--- config.mk ---
export PLATFORM = sky130hd
export DESIGN_NAME = pong_game_ctrl
export DESIGN_NICKNAME = d
export VERILOG_FILES = /design/src/rtl/pong_game_ctrl.sv
export SDC_FILE = /design/constraint.sdc
export NUM_CORES = 1
export LEC_CHECK = 0
export BUFFER_PORTS_ARGS = -buffer_cell sky130_fd_sc_hd__buf_2
export CORE_UTILIZATION = 50
export DETAILED_ROUTE_END_ITERATION = 8
export PLACE_DENSITY = 0.72
export RECOVER_POWER = 50
export SLEW_MARGIN = 20
export SYNTH_ARGS = -nofsm -noshare
export SYNTH_HDL_FRONTEND = slang
export SYNTH_SLANG_ARGS = --single-unit
--- constraint.sdc ---
create_clock -name clk7_159 -period 2.1 [get_ports clk7_159]
set_input_delay 0 -clock clk7_159 [delete_from_list [all_inputs] [get_ports clk7_159]]
set_output_delay 0 -clock clk7_159 [all_outputs]
set_load 0.05 [all_outputs]
--- src/rtl/pong_game_ctrl.sv ---
// Pong game sequencer: attract/serve/rally/point/game-over flow, scores, ball direction, serve timing.
// Optional hit-count ball speedup is enabled by defining PONG_HIT_SPEEDUP_EN.
module pong_game_ctrl #(
  parameter int unsigned SERVE_FRAMES = 60,
  parameter int unsigned WIN_SCORE    = 11
) (
  input  logic       clk7_159,
  input  logic       _reset,
  input  logic       _vsync,
  input  logic       _hit1,
  input  logic       _hit2,
  input  logic       miss_left,
  input  logic       miss_right,
  input  logic       coin_start,
  output logic       attract,
  output logic       serve,
  output logic       ball_dir,
  output logic [3:0] score1,
  output logic [3:0] score2,
  output logic [1:0] speed,
  output logic       game_over
);

  typedef enum logic [2:0] {
    ST_ATTRACT    = 3'd0,
    ST_SERVE_WAIT = 3'd1,
    ST_RALLY      = 3'd2,
    ST_POINT      = 3'd3,
    ST_GAME_OVER  = 3'd4
  } state_e;

  localparam logic [7:0] SERVE_LAST = 8'(SERVE_FRAMES - 1);
  localparam logic [3:0] WIN4       = 4'(WIN_SCORE);

  state_e     state_q, state_d;
  logic       vsync_q, hit1_q, hit2_q, coin_q;
  logic [7:0] timer_q, timer_d;
  logic [3:0] score1_q, score1_d, score2_q, score2_d;
  logic       dir_q, dir_d;
  logic       serve_q, serve_d;
  logic       attract_q, attract_d;
  logic       game_over_q, game_over_d;
  logic [1:0] speed_q, speed_d;
  logic       p2_pt_q, p2_pt_d;   // scorer of the pending point: 1 = player 2
`ifdef PONG_HIT_SPEEDUP_EN
  logic [2:0] hits_q, hits_d;
`endif

  logic       frame_tick, hit1_ev, hit2_ev, start_ev;
  logic [3:0] score1_inc, score2_inc;
  logic       win_pt;

  assign frame_tick = vsync_q & ~_vsync;
  assign hit1_ev    = hit1_q & ~_hit1;
  assign hit2_ev    = hit2_q & ~_hit2;
  assign start_ev   = ~coin_q & coin_start;

  assign score1_inc = score1_q + 4'd1;
  assign score2_inc = score2_q + 4'd1;
  assign win_pt     = p2_pt_q ? (score2_inc == WIN4) : (score1_inc == WIN4);

  always_ff @(posedge clk7_159) begin
    if (!_reset) begin
      state_q     <= ST_ATTRACT;
      vsync_q     <= 1'b1;
      hit1_q      <= 1'b1;
      hit2_q      <= 1'b1;
      coin_q      <= 1'b0;
      timer_q     <= 8'd0;
      score1_q    <= 4'd0;
      score2_q    <= 4'd0;
      dir_q       <= 1'b0;
      serve_q     <= 1'b0;
      attract_q   <= 1'b1;
      game_over_q <= 1'b0;
      speed_q     <= 2'd0;
      p2_pt_q     <= 1'b0;
`ifdef PONG_HIT_SPEEDUP_EN
      hits_q      <= 3'd0;
`endif
    end else begin
      state_q     <= state_d;
      vsync_q     <= _vsync;
      hit1_q      <= _hit1;
      hit2_q      <= _hit2;
      coin_q      <= coin_start;
      timer_q     <= timer_d;
      score1_q    <= score1_d;
      score2_q    <= score2_d;
      dir_q       <= dir_d;
      serve_q     <= serve_d;
      attract_q   <= attract_d;
      game_over_q <= game_over_d;
      speed_q     <= speed_d;
      p2_pt_q     <= p2_pt_d;
`ifdef PONG_HIT_SPEEDUP_EN
      hits_q      <= hits_d;
`endif
    end
  end

  always_comb begin
    state_d = state_q;
    case (state_q)
      ST_ATTRACT, ST_GAME_OVER: if (start_ev) state_d = ST_SERVE_WAIT;
      ST_SERVE_WAIT: if (frame_tick && timer_q == SERVE_LAST) state_d = ST_RALLY;
      ST_RALLY:      if (miss_left || miss_right) state_d = ST_POINT;
      ST_POINT:      state_d = win_pt ? ST_GAME_OVER : ST_SERVE_WAIT;
      default:       state_d = ST_ATTRACT;
    endcase
  end

  always_comb begin
    timer_d  = timer_q;
    score1_d = score1_q;
    score2_d = score2_q;
    dir_d    = dir_q;
    serve_d  = 1'b0;
    p2_pt_d  = p2_pt_q;
`ifdef PONG_HIT_SPEEDUP_EN
    hits_d   = hits_q;
`endif
    case (state_q)
      ST_ATTRACT, ST_GAME_OVER: begin
        if (start_ev) begin
          score1_d = 4'd0;
          score2_d = 4'd0;
          dir_d    = 1'b0;
          timer_d  = 8'd0;
`ifdef PONG_HIT_SPEEDUP_EN
          hits_d   = 3'd0;
`endif
        end
      end
      ST_SERVE_WAIT: begin
        if (frame_tick) begin
          if (timer_q == SERVE_LAST) begin
            serve_d = 1'b1;
            timer_d = 8'd0;
          end else begin
            timer_d = timer_q + 8'd1;
          end
        end
      end
      ST_RALLY: begin
        // A miss always beats a hit in the same cycle; left miss beats right miss.
        if (miss_left) begin
          p2_pt_d = 1'b1;
        end else if (miss_right) begin
          p2_pt_d = 1'b0;
        end else if ((hit1_ev && dir_q) || (hit2_ev && !dir_q)) begin
          dir_d = ~dir_q;
`ifdef PONG_HIT_SPEEDUP_EN
          if (hits_q != 3'd7) hits_d = hits_q + 3'd1;
`endif
        end
      end
      ST_POINT: begin
        if (p2_pt_q) begin
          if (score2_q != WIN4) score2_d = score2_inc;
          dir_d = 1'b1;
        end else begin
          if (score1_q != WIN4) score1_d = score1_inc;
          dir_d = 1'b0;
        end
        timer_d = 8'd0;
`ifdef PONG_HIT_SPEEDUP_EN
        hits_d  = 3'd0;
`endif
      end
      default: ;
    endcase
  end

  always_comb begin
    attract_d   = (state_d == ST_ATTRACT) || (state_d == ST_GAME_OVER);
    game_over_d = (state_d == ST_GAME_OVER);
`ifdef PONG_HIT_SPEEDUP_EN
    case (hits_d)
      3'd0, 3'd1:       speed_d = 2'd0;
      3'd2, 3'd3:       speed_d = 2'd1;
      3'd4, 3'd5, 3'd6: speed_d = 2'd2;
      default:          speed_d = 2'd3;
    endcase
`else
    speed_d = 2'd0;
`endif
  end

  assign attract   = attract_q;
  assign serve     = serve_q;
  assign ball_dir  = dir_q;
  assign score1    = score1_q;
  assign score2    = score2_q;
  assign speed     = speed_q;
  assign game_over = game_over_q;

endmodule

# Word level (Yosys, flattened, before mapping)
# Index checks and enable logic that the tools add are counted.
# Widths: inputs -> output; s select.
# totals
out_inout_bits	14
reg_bits	28
# classes
eq_ne	19
n_reduce_logical	20
bitwise_logic	9
n_addsub	3
muxes	26
# ops
op	count
$mux 8	3
$pmux 8 s3	1
$mux 4	5
$ne 2x2->1 const B	9
$pmux 4 s2	2
$mux 3	4
$pmux 3 s4	1
$mux 1	9
$add 4x1->4 const B	2
$add 8x1->8 const B	1
$eq 4x4->1 const B	2
$eq 8x6->1 const B	1
$ne 4x4->1 const B	2
$reduce_and 4->1	2
$eq 3x2->1 const B	2
$eq 3x3->1 const B	2
$logic_not 3->1	2
$reduce_and 3->1	2
$reduce_bool 3->1	2
$not 1->1	5
$reduce_and 5->1	1
$and 1x1->1	4
$reduce_bool 2->1	2
$eq 3x1->1 const B	1
6 further kinds	10

# Longest topological paths before layout
# logic_depth
word_depth	8
mapped_depth	6
depth_no_buf	5

# Worst setup path before layout
# Ideal clock, no wire load.
# synth_path
path_type	flip-flop to flip-flop
from	reg state_q[1]
to	reg dir_q (netlist: ball_dir)
stages_incl_launch_ff	6
synth_period_minus_slack_ns	1.736
slack_ns	0.364
arrival_time_ns	1.620
setup_time_ns	0.116
path_cell_list	dfxtp_1 buf_6 or4b_4 a22o_1 a211o_1 o211a_1
# synth_between
elab_chain_cells	4
word_cells_on_any_way	12
# synth_rtl
item	line_no	text
start: declaration	35	state_e state_q, state_d;
start signal: assignment	82	state_q <= state_d;
$eq 3x3->1 / $logic_not 3->1 (equally long branches)	123	case (state_q)
$reduce_or 2->1	123	
$ne 2x2->1 (no source line) / $reduce_bool 3->1 (equally long branches)	n/a	
$reduce_and 5->1 (no source line)	n/a	
end signal: assignment	90	dir_q <= dir_d;
end: declaration	39	logic dir_q, dir_d;
# Parallel ways exist; a longest one is shown, timed or not.
# A chain may end at the register's enable or synchronous reset.

# Final worst setup path
# layout_path
from	reg state_q[0]
to	reg timer_q[4]
# layout_between
elab_chain_cells	4
word_cells_on_any_way	10
# layout_rtl
item	line_no	text
$eq 3x3->1 / $logic_not 3->1 (equally long branches)	123	
$reduce_or 2->1	123	
$ne 2x2->1 (no source line) / $reduce_bool 3->1 (equally long branches)	n/a	
$reduce_and 3->1 (no source line)	n/a	
end signal: assignment	87	timer_q <= timer_d;
end: declaration	37	logic [7:0] timer_q, timer_d;
# Parallel ways exist; a longest one is shown, timed or not.

==> impl_metrics.yaml <==
timing:
  final.setup_skew_ps: 3.00
  report.final.slew_viol_count: 0
  timing.hold.ws_ps: 11.5
  rsz0062_at_grt: "false"
  final_hold_viol_count: 0
  worst_pin_slew_ps: 596
  max_frequency_ghz: 0.499
  report.final.setup_viol: 0
  finalWorstSetupSlack_ps: 97.7
  period_needed_ps: 2000
  setup_total_negative_slack_ps: 0
  slew-limit-headroom_pct: 60.4
  final_min_period_over_clock_period_pct: 95.3
yosys:
  postSynthRegisterBits: 28
  synth-edff-count: 0
  yosys-mux-area-fraction_pct: 2.09
  synthSimpleGateAreaFrac_pct: 31.2
  synth_xor_area_share_pct: 1.83
  synth-async-reset-ratio_pct: 0
  combinational_family_with_the_most_area_after_synthesis: "simple AND/OR/NAND/NOR gates"
  synthFlopType: "dfxtp_1"
  ys_types: 46
  yosys_warnings: 0
  syn_area_mm2: 0.00144
  postSynthAreaPerCell_um2: 9.03
  synth_area_in_compound_gates_pct: 19.2
  synth_fa_ha_area_share_pct: 2.61
  synth_seq_area_share_pct: 39.0
  synth_cells: 159
final_layout:
  postLayoutCellArea_mm2: 0.00159
  final_net_count: 193
  layout.core_utilization_pct: 58.1
  layout.cells.most_common: "dfxtp_1"
  syn_to_final_growth_pct: 10.5
  layout_cell_share_with_drive_strength_beyond_1_pct: 8.33
  insertedDiodeCount: 0
  post_layout_nonfiller_instances: 211
  final_cell_mix: "dfxtp_1, clkbuf_1, a21oi_1"
global_route:
  grt_antenna_before_repair: 0
  grt_first_pass_wirelength_mm: 4.45
  grtUsageTotal_pct: 17.9
  grt.overflow.total: 0
  first_global_vias: 1068
  grt_start_max_net_pins: 23
setup_path:
  crit_end: "timer_q[4]"
  worst-setup-path-type: "reg2reg"
  worstSetupPathDepth: 4
  critical_path.max_fanout: 15
  worst-path-buf-inv: 0
  reg2reg_setup_slack_ps: 100
  cp-end-kind: "flip-flop"
  cpMaxStageDelayCell: "dfxtp_1"
  worstPathArrival_ps: 2250
  worst-endpoint-required_ps: 2350
  setup.worst_path.start: "state_q[0]"
  cp_slowest_stage_delay_ps: 560
  critical_path.top_delay_family: "compound AO/OA/AOI/OAI gates"
  cp_cell_sequence: "or3b_2 > o22ai_2 > o21ai_2 > a21oi_1"
  rr_endpoint: "timer_q[4]"
  worst_r2r_startpoint: "state_q[0]"
  worst-r2r-cell-count: 4
  worstSetupStartpointType: "flip-flop"
clock_network:
  total_number_of_clock_tree_sinks: 28
  clock-root-buffer: "clkbuf_4"
  clock_insertion_delay_worst_skew_ps: 310
  clock_tree.buffer_depth: 2
  cts_tree: "done"
  clk_pin_slew_ps: 140
  ctsResizeCount: 0
  cts_inserted_buffers: 3
  htreeDepth: 1
pwr:
  post-layout-total-power_mw: 0.892
  power_density_mw_per_mm2: 562
  irDropWorstVdd_v: 0.000478
  power.leakage_nw: 0.584
routing:
  detail-route-antenna-nets: 0
  routed_via_density: 5.84
  drtPass1Iterations: 4
  detail_route.wl_per_cell_um: 13.2
  iteration_0_drc_count_of_the_detailed_router: 22
  vias: 1233
  drc: 0
  final_wirelength_mm: 2.78
placed_design:
  placement.setup.worst_slack_ps: 154
  io_buffers: 19
  dpl.hpwl_mm: 2.02
  final_gp_congestion: 0.805
  placed_area_mm2: 0.00153
  place_inst: 203
hold_path:
  hold-path-cell-count: 4
  hp-class: "in2reg"
floorplanning:
  die_x_um: 55.6
  core_region_area_mm2: 0.00273
  io_pins: 22
  floorplan.die_area_mm2: 0.00309
  initial_core_util_pct: 52.5
  chipHeight_um: 55.6
  num_rows: 19
outcome:
  status: "finished clean"
job:
  drv.max_cap_violation_count: 0
where the power goes:
| group | leakage (nW) | internal (mW) | total (mW) | switching [mW] |
|---|---|---|---|---|
| logic | 0.342 | 0.0481 | 0.123 | 0.0749 |
| clock network | 0.0138 | 0.0671 | 0.211 | 0.144 |
| registers | 0.228 | 0.545 | 0.558 | 0.0133 |
| total | 0.584 | 0.660 | 0.892 | 0.232 |
logic make-up after synthesis:
logic type / after synthesis
and+or+nand+nor: 70
AOI/OAI and AO/OA: 41
DFF: 28
buffers and inverters: 10
adders and majority gates: 3
xor gates and xnor gates: 3
muxes: 3
other: 1
worst register-to-register path, stage by stage, from the launching register on:
cell and delay, ps:
dfxtp_1 560, or3b_2 520, o22ai_2 480, o21ai_2 210, a21oi_1 170
layout make-up:
class / instances / area [um^2]
clock buffers: 3 / 22.5
fillers: 254 / 1150
inverters: 2 / 7.51
multi-input cells: 122 / 825
flip-flops and latches: 28 / 561
well taps: 31 / 38.8
repair buffers: 25 / 134
state kept, by name, summed over array words and instances, names as in the netlist:
| signal | cells |
|---|---|
| hit1_q | 1 |
| p2_pt_q | 1 |
| vsync_q | 1 |
| score2 | 4 |
| game_over | 1 |
| serve | 1 |
| coin_q | 1 |
| hit2_q | 1 |
| ball_dir | 1 |
| state_q | 3 |
| score1 | 4 |
| attract | 1 |
| timer_q | 8 |
how the worst min path moves through the flow:
| stage | endpoint | start | slack [ps] |
|---|---|---|---|
| 4_1_cts | p2_pt_q | miss_right | 4 |
| 6_report | p2_pt_q | miss_right | 10 |
| 5_1_grt | p2_pt_q | miss_right | 10 |
| 2_1_floorplan | hit2_q | _reset | 70 |
| 3_3_place_gp | hit1_q | _hit1 | 190 |
| 3_5_place_dp | hit2_q | _hit2 | 200 |
synth_stat cells, drive strengths merged (2+ instances only):
cell / number / area, um^2
o31ai: 3 / 22.5
nand4b: 2 / 17.5
nand3b: 5 / 37.5
or3: 4 / 25.0
nor3: 2 / 10.0
a211o: 2 / 17.5
nand2b: 5 / 31.3
nor2b: 7 / 43.8
and4: 2 / 17.5
o311ai: 2 / 17.5
nand2: 10 / 37.5
a21oi: 11 / 55.1
buf: 5 / 36.3
a21boi: 7 / 52.6
and2: 7 / 43.8
mux2i: 3 / 30.0
nand3: 5 / 25.0
nor2: 6 / 22.5
clkbuf: 3 / 11.3
inv: 2 / 7.51
or4: 3 / 22.5
nor3b: 2 / 15.0
o21ai: 9 / 48.8
ha: 3 / 37.5
xor2: 3 / 26.3
dfxtp: 28 / 561
or2: 2 / 12.5
metal layers:
metal / up-vias / share of wire [%] / track usage, %
li1: 622 / - / -
met1: 576 / 50 / 23.7
met2: 33 / 45 / 28.9
met3: 2 / 4.0 / 3.02
met4: 0 / 0.76 / 7.86
met5: - / 0 / 0
timing repair:
action | in CTS | in global routing
hold buffers | 5 | 0
setup endpoints to repair | 0 | 2
endpoints found under the hold margin | 5 | 0
setup buffers | 0 | 0
(Power assumes the default switching activity.)
